<file path="src/rtl/ysyx_23060229_ifu_pkg.sv">
// Shared IFU definitions: FSM state encodings, fault cause codes, fault record.
// Latency: n/a (types and constants only).
// Backpressure: n/a. Also imported by the IDU/EXU and the bench.
package ysyx_23060229_ifu_pkg;

    typedef enum logic [2:0] {
        ST_FETCH = 3'd0,
        ST_WAIT  = 3'd1,
        ST_HOLD  = 3'd2,
        ST_EXEC  = 3'd3,
        ST_FAULT = 3'd4
    } ifu_state_t;

    typedef enum logic [1:0] {
        CAUSE_NONE     = 2'd0,
        CAUSE_BUS      = 2'd1,
        CAUSE_MISALIGN = 2'd2,
        CAUSE_TIMEOUT  = 2'd3
    } fault_cause_t;

    // Captured once on entry to FAULT and held until reset.
    typedef struct packed {
        fault_cause_t cause;
        logic [31:0]  pc;
    } fault_rec_t;

    localparam int WDT_W = 8;

    // Instructions are word aligned; the EXU must never hand back anything else.
    function automatic logic npc_aligned(input logic [31:0] npc);
        return npc[1:0] == 2'b00;
    endfunction

endpackage

</file>
<file path="src/rtl/ysyx_23060229_ifu_wdt.sv">
// Watchdog: 8-bit saturating cycle counter with clear, enable and expire.
// Latency: expire is combinational, high in the LIMIT-th consecutive enabled cycle.
// Backpressure: none; clr has priority over counting.
// Ports: clk, rst (sync, active high), clr, en in; expire out.
module ysyx_23060229_ifu_wdt
    import ysyx_23060229_ifu_pkg::*;
#(
    parameter int LIMIT = 255
) (
    input  logic clk,
    input  logic rst,
    input  logic clr,
    input  logic en,
    output logic expire
);

    // count holds the number of enabled cycles already elapsed, so the cycle
    // that would make it reach LIMIT is the one flagged as expired.
    localparam logic [WDT_W-1:0] LIM_M1 = WDT_W'(LIMIT - 1);

    logic [WDT_W-1:0] count;

    always_ff @(posedge clk) begin
        if (rst || clr) begin
            count <= '0;
        end else if (en && (count != '1)) begin
            count <= count + 1'b1;
        end
    end

    assign expire = en && (count >= LIM_M1);

endmodule

</file>
<file path="src/rtl/ysyx_23060229_ifu.sv">
// Instruction fetch: holds the PC, fetches one word per retirement, hands {inst,pc} to the IDU.
// Latency: reset/redirect to req_valid 1 cycle; req handshake to out_valid = rsp latency + 1.
// Backpressure: req_addr held until req_ready, {inst,pc} held until out_ready; watchdog faults stalls.
// Ports: clk, rst | req_valid/req_ready/req_addr | rsp_valid/rsp_data/rsp_err |
//        out_valid/out_ready/inst/pc | wb_valid/wb_npc | fault/fault_cause/fault_pc
module ysyx_23060229_ifu
    import ysyx_23060229_ifu_pkg::*;
#(
    parameter logic [31:0] RESET_PC    = 32'h8000_0000,
    parameter int          TIMEOUT_CYC = 255
) (
    input  logic        clk,
    input  logic        rst,
    output logic        req_valid,
    input  logic        req_ready,
    output logic [31:0] req_addr,
    input  logic        rsp_valid,
    input  logic [31:0] rsp_data,
    input  logic        rsp_err,
    output logic        out_valid,
    input  logic        out_ready,
    output logic [31:0] inst,
    output logic [31:0] pc,
    input  logic        wb_valid,
    input  logic [31:0] wb_npc,
    output logic        fault,
    output logic [1:0]  fault_cause,
    output logic [31:0] fault_pc
);

    ifu_state_t state, state_nxt;
    fault_rec_t fault_q, fault_nxt;
    logic       fault_set;
    logic [31:0] pc_q, inst_q;
    logic       req_hs;
    logic       wdt_en, wdt_clr, wdt_expire;

    assign req_hs = req_valid && req_ready;

    // Watchdog restarts on every state change and only runs while waiting
    // on the memory side.
    assign wdt_clr = (state_nxt != state);

    ysyx_23060229_ifu_wdt #(
        .LIMIT (TIMEOUT_CYC)
    ) u_wdt (
        .clk    (clk),
        .rst    (rst),
        .clr    (wdt_clr),
        .en     (wdt_en),
        .expire (wdt_expire)
    );

    // State register.
    always_ff @(posedge clk) begin
        if (rst) begin
            state <= ST_FETCH;
        end else begin
            state <= state_nxt;
        end
    end

    // Next state and fault capture. Handshakes are tested before the watchdog
    // so a response or acceptance in the final allowed cycle still succeeds.
    always_comb begin
        state_nxt = state;
        fault_set = 1'b0;
        fault_nxt = '0;
        unique case (state)
            ST_FETCH: begin
                if (req_hs) begin
                    state_nxt = ST_WAIT;
                end else if (wdt_expire) begin
                    state_nxt       = ST_FAULT;
                    fault_set       = 1'b1;
                    fault_nxt.cause = CAUSE_TIMEOUT;
                    fault_nxt.pc    = pc_q;
                end
            end
            ST_WAIT: begin
                if (rsp_valid) begin
                    if (rsp_err) begin
                        state_nxt       = ST_FAULT;
                        fault_set       = 1'b1;
                        fault_nxt.cause = CAUSE_BUS;
                        fault_nxt.pc    = pc_q;
                    end else begin
                        state_nxt = ST_HOLD;
                    end
                end else if (wdt_expire) begin
                    state_nxt       = ST_FAULT;
                    fault_set       = 1'b1;
                    fault_nxt.cause = CAUSE_TIMEOUT;
                    fault_nxt.pc    = pc_q;
                end
            end
            ST_HOLD: begin
                if (out_ready) begin
                    state_nxt = ST_EXEC;
                end
            end
            ST_EXEC: begin
                if (wb_valid) begin
                    if (npc_aligned(wb_npc)) begin
                        state_nxt = ST_FETCH;
                    end else begin
                        state_nxt       = ST_FAULT;
                        fault_set       = 1'b1;
                        fault_nxt.cause = CAUSE_MISALIGN;
                        fault_nxt.pc    = wb_npc;
                    end
                end
            end
            ST_FAULT: begin
                state_nxt = ST_FAULT;
            end
            default: begin
                state_nxt = ST_FETCH;
            end
        endcase
    end

    // Moore outputs decoded from the state alone.
    always_comb begin
        req_valid = (state == ST_FETCH);
        out_valid = (state == ST_HOLD);
        fault     = (state == ST_FAULT);
        wdt_en    = (state == ST_FETCH) || (state == ST_WAIT);
    end

    // PC, instruction and fault record. The PC only moves on a clean
    // retirement; a misaligned npc is recorded but never loaded.
    always_ff @(posedge clk) begin
        if (rst) begin
            pc_q    <= RESET_PC;
            inst_q  <= '0;
            fault_q <= '0;
        end else begin
            if ((state == ST_WAIT) && rsp_valid && !rsp_err) begin
                inst_q <= rsp_data;
            end
            if ((state == ST_EXEC) && wb_valid && npc_aligned(wb_npc)) begin
                pc_q <= wb_npc;
            end
            if (fault_set) begin
                fault_q <= fault_nxt;
            end
        end
    end

    assign req_addr    = pc_q;
    assign pc          = pc_q;
    assign inst        = inst_q;
    assign fault_cause = fault_q.cause;
    assign fault_pc    = fault_q.pc;

endmodule

</file>
<file path="config.mk">
export PLATFORM = sky130hd
export DESIGN_NAME = ysyx_23060229_ifu
export DESIGN_NICKNAME = d
export VERILOG_FILES = /design/src/rtl/ysyx_23060229_ifu_pkg.sv /design/src/rtl/ysyx_23060229_ifu_wdt.sv /design/src/rtl/ysyx_23060229_ifu.sv
export SDC_FILE = /design/constraint.sdc
export NUM_CORES = 1
export LEC_CHECK = 0
export CAP_MARGIN = 20
export CORE_MARGIN = 8
export CORE_UTILIZATION = 40
export DETAILED_ROUTE_END_ITERATION = 8
export GPL_ROUTABILITY_DRIVEN = 0
export HOLD_SLACK_MARGIN = 0.03
export MAX_ROUTING_LAYER = met4
export PLACE_DENSITY = 0.81
export SLEW_MARGIN = 10
export SYNTH_ARGS = -nofsm -noshare
export SYNTH_HDL_FRONTEND = slang
export SYNTH_SLANG_ARGS = --single-unit
</file>
<file path="constraint.sdc">
create_clock -name clk -period 2.5 [get_ports clk]
set_input_delay 0.625 -clock clk [delete_from_list [all_inputs] [get_ports clk]]
set_output_delay 0.625 -clock clk [all_outputs]
set_load 0.01 [all_outputs]
</file>
### Word level (Yosys, flattened, before mapping)

Index checks and enable logic that the tools add are counted.

| storage, ports and cells | value |
|---|---|
| logic and storage cells | 48 |
| output and inout port bits | 133 |
| input bits | 71 |
| register bits | 109 |

| cells by class | value |
|---|---|
| muxes and demuxes | 22 |
| $add $sub $neg | 1 |
| equal/unequal tests | 6 |
| reduce and logical (&&, ||, !) cells | 12 |
| $lt $le $gt $ge | 1 |

Operator list:

| cell | count |
|---|---|
| $mux 34 | 5 |
| $pmux 34 s3 | 1 |
| $mux 33 | 1 |
| $mux 3 | 7 |
| $pmux 3 s5 | 1 |
| $add 8x1->8 const B | 1 |
| $ge 8x8->1 const B | 1 |
| $ne 8x8->1 const B | 1 |
| $logic_and 1x1->1 | 7 |
| $eq 3x2->1 const B | 2 |
| $mux 1 | 6 |
| $eq 3x1->1 const B | 1 |
| $eq 3x3->1 const B | 1 |
| $logic_not 3->1 | 1 |
| $ne 3x3->1 | 1 |
| $pmux 1 s3 | 1 |
| $logic_not 2->1 | 1 |
| $logic_or 1x1->1 | 2 |
| $logic_not 1->1 | 1 |

### Longest topological paths before layout

Gate-level depths: netlist of the first run.

| depth | value |
|---|---|
| word-level depth | 8 |
| gate-level depth with buffers | 7 |
| depth with buffers taken out | 6 |

### Hierarchy

Synthesis of the first run repeated with hierarchy kept, for this count alone.

| second synthesis, totals | value |
|---|---|
| cells, all modules | 554 |
| area total of the unflattened synthesis | 4749.6 um^2 |

Modules (own cells, without submodules):

| module | seq. area each (um^2) | instances | area an instance (um^2) | cells each |
|---|---|---|---|---|
| ysyx_23060229_ifu | 2021.9 | 1 | 4307.9 | 503 |
| ysyx_23060229_ifu_wdt | 160.2 | 1 | 441.7 | 51 |

### Worst setup path before layout of the first run

No wires, ideal clock.

| timing path | value |
|---|---|
| path kind | input-to-reg |
| start point | in rsp_err |
| end point | reg fault_q, in the netlist fault_pc[10] |
| stages on the path | 6 |
| slack | 630 ps |
| buffers on the path | 1 |
| arrival time | 1799 ps |
| required time | 2430 ps |
| setup time | 70 ps |
| path through | and2b_1 a2111oi_4 a21o_2 buf_4 a22oi_1 a21oi_1 |

| on the way | value |
|---|---|
| word-level cells in the longest chain between the ends | 3 |
| elaborated cells on any way between the ends | 6 |
| those cells by class | mux (6) |

Ends and longest elaborated chain:

| item | line | text |
|---|---|---|
| start, declared | ysyx_23060229_ifu.sv:19 | `input logic rsp_err,` |
| $mux 33 or $mux 1 (tied branches) | ysyx_23060229_ifu.sv:82 | `if (rsp_err) begin` |
| $mux 34 or $mux 1 (tied branches) | ysyx_23060229_ifu.sv:81 | `if (rsp_valid) begin` |
| $pmux 34 s3 or $pmux 1 s3 (tied branches) | ysyx_23060229_ifu.sv:69 | `unique case (state)` |
| end signal, assigned | ysyx_23060229_ifu.sv:146 | `fault_q <= fault_nxt;` |
| end, declared | ysyx_23060229_ifu.sv:32 | `fault_rec_t fault_q, fault_nxt;` |

Several ways; a longest one is shown, not always the timed one.
A chain may end at the register's enable or synchronous reset.

### Final worst setup path of the first run

| timing path | value |
|---|---|
| start point | reg state[2] |
| end point | out out_valid |

| on the way | value |
|---|---|
| word-level cells in the longest chain between the ends | 1 |

Ends and longest elaborated chain:

| item | line | text |
|---|---|---|
| start, declared | ysyx_23060229_ifu.sv:31 | `ifu_state_t state, state_nxt;` |
| start signal, assigned | ysyx_23060229_ifu.sv:59 | `state <= state_nxt;` |
| $eq 3x2->1 | ysyx_23060229_ifu.sv:126 | `out_valid = (state == ST_HOLD);` |
| end, declared | ysyx_23060229_ifu.sv:20 | `output logic out_valid,` |

No other way between the ends.

==> results.md, run 1 <==
- CP Max Fanout: 16
- Min-Delay Endpoint: inst[7]
- Synth Net Count: 620
- Part of the power in registers: 53.7%
- Clock network power share: 35.7%
- Post-route cell area: 6686 um2
- Worst-case reg-to-reg path depth: 7
- Number of global-route vias before repair: 4,302
- WL met2: 6870 um
- Met3 wire len: 1416 um
- Yosys reg bits: 109
- Width of the die: 121.6 um
- Avg Cell Area, Syn: 8.157 um2
- Initial Utilization: 41.16%
- R2R Path End: fault_pc[0]
- Area growth syn-to-layout: 49.86%
- Clk pin slew, worst setup/hold paths: 110 ps
- # DRC: 0
- Initial antenna violation count: 0
- Largest net degree at the start of global routing: 61
- Switching Fraction: 23.76%
- FMAX: 0.4451 GHz
- CTS tree: done
- Yosys top cell by area: dfxtp_1
- Met1 wire length: 5555 um
- Synth unique cells: 42
- Status: finished, final reports clean
- Via count: 4,420
- RSZ-0062 raised after global routing: false
- Final std cells w/o fill: 853
- Adder-cell share of the synthesized area: 0.5609%
- Max IR drop VDD: 0.0002815 V
- Root buf cell: clkbuf_8
- # IOs: 204
- Chip Height: 121.6 um
- Pleak: 2.239 nW
- Multi-input logic area: 1896 um2
- Sequential fraction of the synthesis area: 48.91%
- Full die area: 14,790 um2
- NumNets Final: 781
- Post-place setup slack: -2.007 ps
- # hold bufs at CTS: 0
- XOR/XNOR share of the synthesized area: 1.178%
- Core Util, Final: 61.68%
- CORE AREA: 10,840 um2
- Setup Viol. Count Final: 0
- H-Tree Depth: 3
- Startpoint of the worst hold path: inst[7]
- DRT antenna net count: 0
- Least-Margin Pin Slew: 677.1 ps
- Yosys warns: 0
- Clk buf depth: 2
- DR top layer: met4
- Largest family of logic cells by synthesized area: compound AO/OA/AOI/OAI gates
- TritonRoute pass-1 iters: 5
- Setup Skew: 17.70 ps
- Period utilization: 89.86%
- DR vias/cell: 5.182
- PD cells: 498.2 nW/um2
- Buffers on Ports: 203
- Maxcap violations: 0
- Area contributors post-synth: dfxtp_1 49%, nand2_1 13%, a21oi_1 11%
- Hold depth: 2
- Worst skew pair latency: 350 ps
- Post-synthesis compound-gate area fraction: 20.50%
- Slew Viols, Final: 0
- Cts bufs inserted: 9
- Antenna cells: 0
- Internal reg-to-reg setup slack: 560 ps
- Drt total wl: 14,080 um
- Fillers: 922
- Cell Int Power: 2.540 mW
- Min cycle time layout: 2246 ps
- DRT iter0 DRCs: 362
- Setup crit start kind: register
- WL per Instance: 16.51 um
- R2R Path Start: u_wdt.count[0]
- Logic gate share of total power: 10.6%
- Final Hold Fails: 0
- CP Class: reg -> out
- Post-synthesis mux area share: 0.2243%
- GRT Util Overall: 18.84%
- Crit. End Element: output pin
- Total number of placement rows: 38
- Slew headroom: 54.38%
- Top cell type's share of synthesized area: 48.91%
- First-pass GRT wire length: 22,010 um
- Post-Syn Area: 4462 um2
- Placed cell area: 6456 um2
- GR Overflow Total: 0
- FF/Latch Area: 2185 um2
- PnR worst setup slack: 253.5 ps
- Hold crit path type: reg -> reg
- Layout cell share with drive strength beyond 1: 6.311%
- P_sw: 0.7914 mW
- Worst Path Required: 1880 ps
- Clk sinks: 109
- WP data arrival: 1620 ps
- Placed cells: 837
- Post-route setup TNS: 0 ps
- Detail Placement HPWL: 10,610 um
- Simple-gate share of the synthesized area: 19.57%
- Cells after Synth: 547
==> critical path: stages, from the launching register on <==
cell and delay (ps):
dfxtp_2 430, nand2b_1 190, nor2_1 110, clkdlybuf4s50_1 540
==> worst max-delay path by stage <==
stage,slack (ps),endpoint,depth (start not counted),from
6_report,250,out_valid,3,state[2]
3_5_place_dp,-2,fault_cause[1],8,rsp_err
4_1_cts,80,fault,2,state[2]
2_1_floorplan,630,fault_pc[10],6,rsp_err
5_1_grt,160,out_valid,3,state[2]
3_3_place_gp,8,fault_cause[1],8,rsp_err
==> flip-flops by register name, indices dropped and copies added (netlist names) <==
register / cells
inst: 32
u_wdt.count: 8
fault_pc: 32
pc: 32
fault_cause: 2
state: 3
==> per-layer routing <==
layer	vias to the layer above	GRT usage, %
li1	2135	-
met1	2085	20.20
met2	186	32.36
met3	14	6.108
met4	0	5.937
met5	-	-
==> cells by family (layout without fill, tap and decap cells) <==
group	count (synthesis)	count (layout)
and+or+nand+nor	208	208
DFF	109	109
AOI/OAI and AO/OA	150	150
buffers and inverters	71	237
muxes	1	1
adders and majority gates	2	2
xor gates and xnor gates	6	6
==> layout make-up <==
class | instances | share of cell area (%)
Sequential cell | 109 | 32.67
Multi-Input combinational cell | 367 | 28.35
Clock inverter | 7 | 1.553
Tap cell | 140 | 2.620
Timing Repair Buffer | 218 | 32.78
Clock buffer | 9 | 1.853
Inverter | 3 | 0.1684
==> cells in the final DEF (no fill, tap or decap), types with 2 or more instances in the layout <==
| cell | Yosys | final |
|---|---|---|
| clkbuf_8 | 0 | 9 |
| clkinvlp_4 | 0 | 2 |
| a211oi_2 | 2 | 2 |
| and3_1 | 2 | 2 |
| dfxtp_2 | 0 | 2 |
| clkdlybuf4s50_1 | 0 | 202 |
| and2_1 | 4 | 4 |
| nand2_1 | 160 | 160 |
| nor3b_1 | 4 | 4 |
| buf_12 | 0 | 4 |
| xor2_1 | 3 | 3 |
| a22oi_1 | 30 | 30 |
| bufinv_16 | 0 | 2 |
| inv_1 | 3 | 3 |
| xnor2_1 | 3 | 3 |
| o21ai_0 | 5 | 5 |
| dfxtp_1 | 109 | 107 |
| buf_4 | 35 | 12 |
| nor2_1 | 19 | 18 |
| a21o_1 | 2 | 2 |
| a221oi_1 | 3 | 3 |
| nor3_1 | 5 | 4 |
| nand4_1 | 3 | 3 |
| nand3b_1 | 2 | 2 |
| inv_6 | 0 | 2 |
| a21oi_1 | 97 | 97 |
| ha_1 | 2 | 2 |
==> power by group through the flow <==
stage | Combinational (mW) | Clock (mW) | Sequential (mW)
after floorplan | 0.134 | 0 | 1.83
after global placement | 0.346 | 0 | 1.83
after detailed placement | 0.354 | 0 | 1.83
after CTS | 0.356 | 1.22 | 1.79
after global routing | 0.382 | 1.28 | 1.79
final | 0.354 | 1.19 | 1.79
==> metrics by stage <==
stage | hold slack (ps) | total power [mW]
floorplan | 471.6 | 1.963
global placement | 440.8 | 2.173
detailed placement | 446.2 | 2.183
CTS | 459.7 | 3.366
global route | 482.6 | 3.457
finish | 458.3 | 3.331
==> Yosys cell counts, drive strengths merged <==
| cell | instances |
|---|---|
| xor2 | 3 |
| and3 | 2 |
| o2111ai | 1 |
| o21ai | 5 |
| a311o | 1 |
| and4b | 1 |
| or3b | 1 |
| clkbuf | 28 |
| or2 | 1 |
| nand2 | 160 |
| a31oi | 1 |
| a22oi | 30 |
| nand4b | 1 |
| nand3b | 2 |
| nor2 | 19 |
| nand2b | 1 |
| o21bai | 1 |
| xnor2 | 3 |
| a2111oi | 1 |
| inv | 3 |
| o2111a | 1 |
| and2 | 4 |
| ha | 2 |
| a211o | 1 |
| a21oi | 97 |
| dfxtp | 109 |
| a221oi | 3 |
| nor2b | 1 |
| and2b | 1 |
| a21o | 3 |
| a21boi | 1 |
| nor3 | 5 |
| buf | 40 |
| nand4 | 3 |
| nor3b | 5 |
| mux2i | 1 |
| and4 | 1 |
| a211oi | 4 |
==> what timing repair did <==
item | in CTS | in global routing
setup endpoints to repair | 0 | 2
gates resized for setup | 0 | 2
buffers inserted | 0 | 0
No activity file was read; power rests on OpenSTA's default activity.
==> run 2: changes to the inputs <==
Settings changed: SLEW_MARGIN 10 to not set.
Clock period 2.5 ns to 2.8 ns, I/O delays scaled along.
==> run 2 against run 1 <==
Effect of this change: combinational power down 15%; final area fell by 1.3%; via count shrank 0.14%; register-to-register slack improved by 150 ps; global-route usage rose by 0.38 points; clock skew decreased by 5.5 ps; sequential cell count is the same; hold slack lost 2.4 ps; non-clock buffer count is 6 lower; count of clock-buffer cells in the layout grew 1; sequential share of layout area is 0.39 points higher; clock power decreased by 16%; critical endpoint unchanged.
==> results.md, run 2 (synthesis gave the netlist of run 1 again) <==
- DRT iter0 DRCs: 390
- Final Hold Fails: 0
- # hold bufs at CTS: 0
- RSZ-0062 raised after global routing: false
- Max stage delay cell, worst path: dfxtp_1
- WL per Instance: 16.58 um
- Fillers: 919
- Detail Placement HPWL: 10,550 um
- Full die area: 14,790 um2
- Via count: 4,414
- Final std cells w/o fill: 847
- Largest net degree at the start of global routing: 74
- Buffers and inverters on the worst path: 1
- Layout cell share with drive strength beyond 1: 5.233%
- Number of global-route vias before repair: 4,423
- Clk pin slew, worst setup/hold paths: 100 ps
- First-pass GRT wire length: 22,360 um
- Area growth syn-to-layout: 47.92%
- Crit. End Element: output pin
- CTS tree: done
- Initial antenna violation count: 0
- Internal reg-to-reg setup slack: 710 ps
- Core Util, Final: 60.88%
- Root buf cell: clkbuf_8
- Setup Viol. Count Final: 0
- Drt total wl: 14,050 um
- Setup crit start kind: register
- Commonest non-fill, non-tap cell in the layout: clkdlybuf4s50_1
- Status: finished, final reports clean
- Initial Utilization: 41.16%
- Cts bufs inserted: 9
- Placed cells: 831
- CP Max Fanout: 15
- Clk buf depth: 2
- GR Overflow Total: 0
- FMAX: 0.3951 GHz
- Total number of placement rows: 38
- Commonest non-fill, non-tap cells in the layout: 202 x clkdlybuf4s50_1, 160 x nand2_1, 109 x dfxtp_1
- Clk sinks: 109
- Pleak: 2.200 nW
- Setup Skew: 12.16 ps
- Post-route setup TNS: 0 ps
- WP data arrival: 1830 ps
- Least-Margin Pin Slew: 742.5 ps
- Period utilization: 90.40%
- Placed cell area: 6386 um2
- Switching Fraction: 24.35%
- Maxcap violations: 0
- Crit path max-delay family: flip-flops
- P_sw: 0.7064 mW
- H-Tree Depth: 3
- Chip Height: 121.6 um
- Buffers on Ports: 203
- Post-CTS Setup Inserts: 0
- Multi-input logic area: 1896 um2
- Part of the power in registers: 55.1%
- Min cycle time layout: 2531 ps
- GRT Util Overall: 19.22%
- WHS: 455.9 ps
- DRT antenna net count: 0
- Crit-path max cell delay: 680 ps
- CP Class: reg -> out
- Worst-case reg-to-reg path depth: 6
- Clock network power share: 34.5%
- Hold crit path type: reg -> reg
- Max IR drop VDD: 0.0002387 V
- Hold depth: 2
- Slew headroom: 50.50%
- PD cells: 439.5 nW/um2
- Slew Viols, Final: 0
- Logic gate share of total power: 10.4%
- DR vias/cell: 5.211
- Worst Path Required: 2100 ps
- CTS-repair resized insts: 0
- TritonRoute pass-1 iters: 7
- Post-route cell area: 6600 um2
- # DRC: 0
- Antenna cells: 0
- CORE AREA: 10,840 um2
- Worst path depth: 3
- NumNets Final: 775
- Worst skew pair latency: 360 ps
- # IOs: 204
- Width of the die: 121.6 um
- FF/Latch Area: 2182 um2
- Worst-path cell chain: nand2b_1 -> nor2_1 -> clkdlybuf4s50_1
- Cell Int Power: 2.194 mW
run 2: cell types whose count changed in the layout (fill, tap and decap cells not counted), sizes merged:
cell	change
bufinv	-1
buf	-6
clkinvlp	-2
clkinv	+2
clkbuf	+1
run 2: final cells by class:
| cell class | instances | area share [%] |
|---|---|---|
| Tap cell | 140 | 2.654 |
| Inverter | 3 | 0.1706 |
| Sequential cell | 109 | 33.06 |
| Clock inverter | 6 | 1.156 |
| Timing Repair Buffer | 212 | 32.15 |
| Multi-Input combinational cell | 367 | 28.72 |
| Clock buffer | 10 | 2.085 |
run 2: per-layer routing:
| metal | wire length (um) | GRT usage [%] | part of all wire [%] |
|---|---|---|---|
| met2 | 6835 | 31.57 | 49 |
| met3 | 1390 | 6.340 | 9.9 |
| met5 | 0 | - | 0 |
| met1 | 5556 | 21.45 | 40 |
| met4 | 263 | 6.785 | 1.9 |
run 2: final timing paths:
path	from	endpoint
max	state[1]	out_valid
min	inst[21]	inst[21]
max reg2reg	state[0]	fault_pc[19]
min reg2reg	inst[21]	inst[21]
run 2: worst reg2reg max path: stages (launching register included):
cell and delay (ps):
dfxtp_1 650, nor2b_1 180, a2111oi_4 490, a21o_2 240
buf_12 190, a22oi_1 130, a21oi_1 160
run 2: power by group through the flow:
stage                     Clock (mW)  Combinational (mW)  Sequential [mW]
final                           1.00               0.301             1.60
after global routing            1.12               0.325             1.60
after detailed placement           0               0.301             1.63
after floorplan                    0               0.120             1.63
after global placement             0               0.295             1.63
after CTS                       1.04               0.303             1.60
run 2: through the flow:
stage               setup WS [ps]  power, mW
floorplan                   855.4      1.753
global route                116.5      3.049
finish                      268.9      2.901
global placement            160.5      1.928
CTS                         234.2      2.940
detailed placement          77.70      1.936
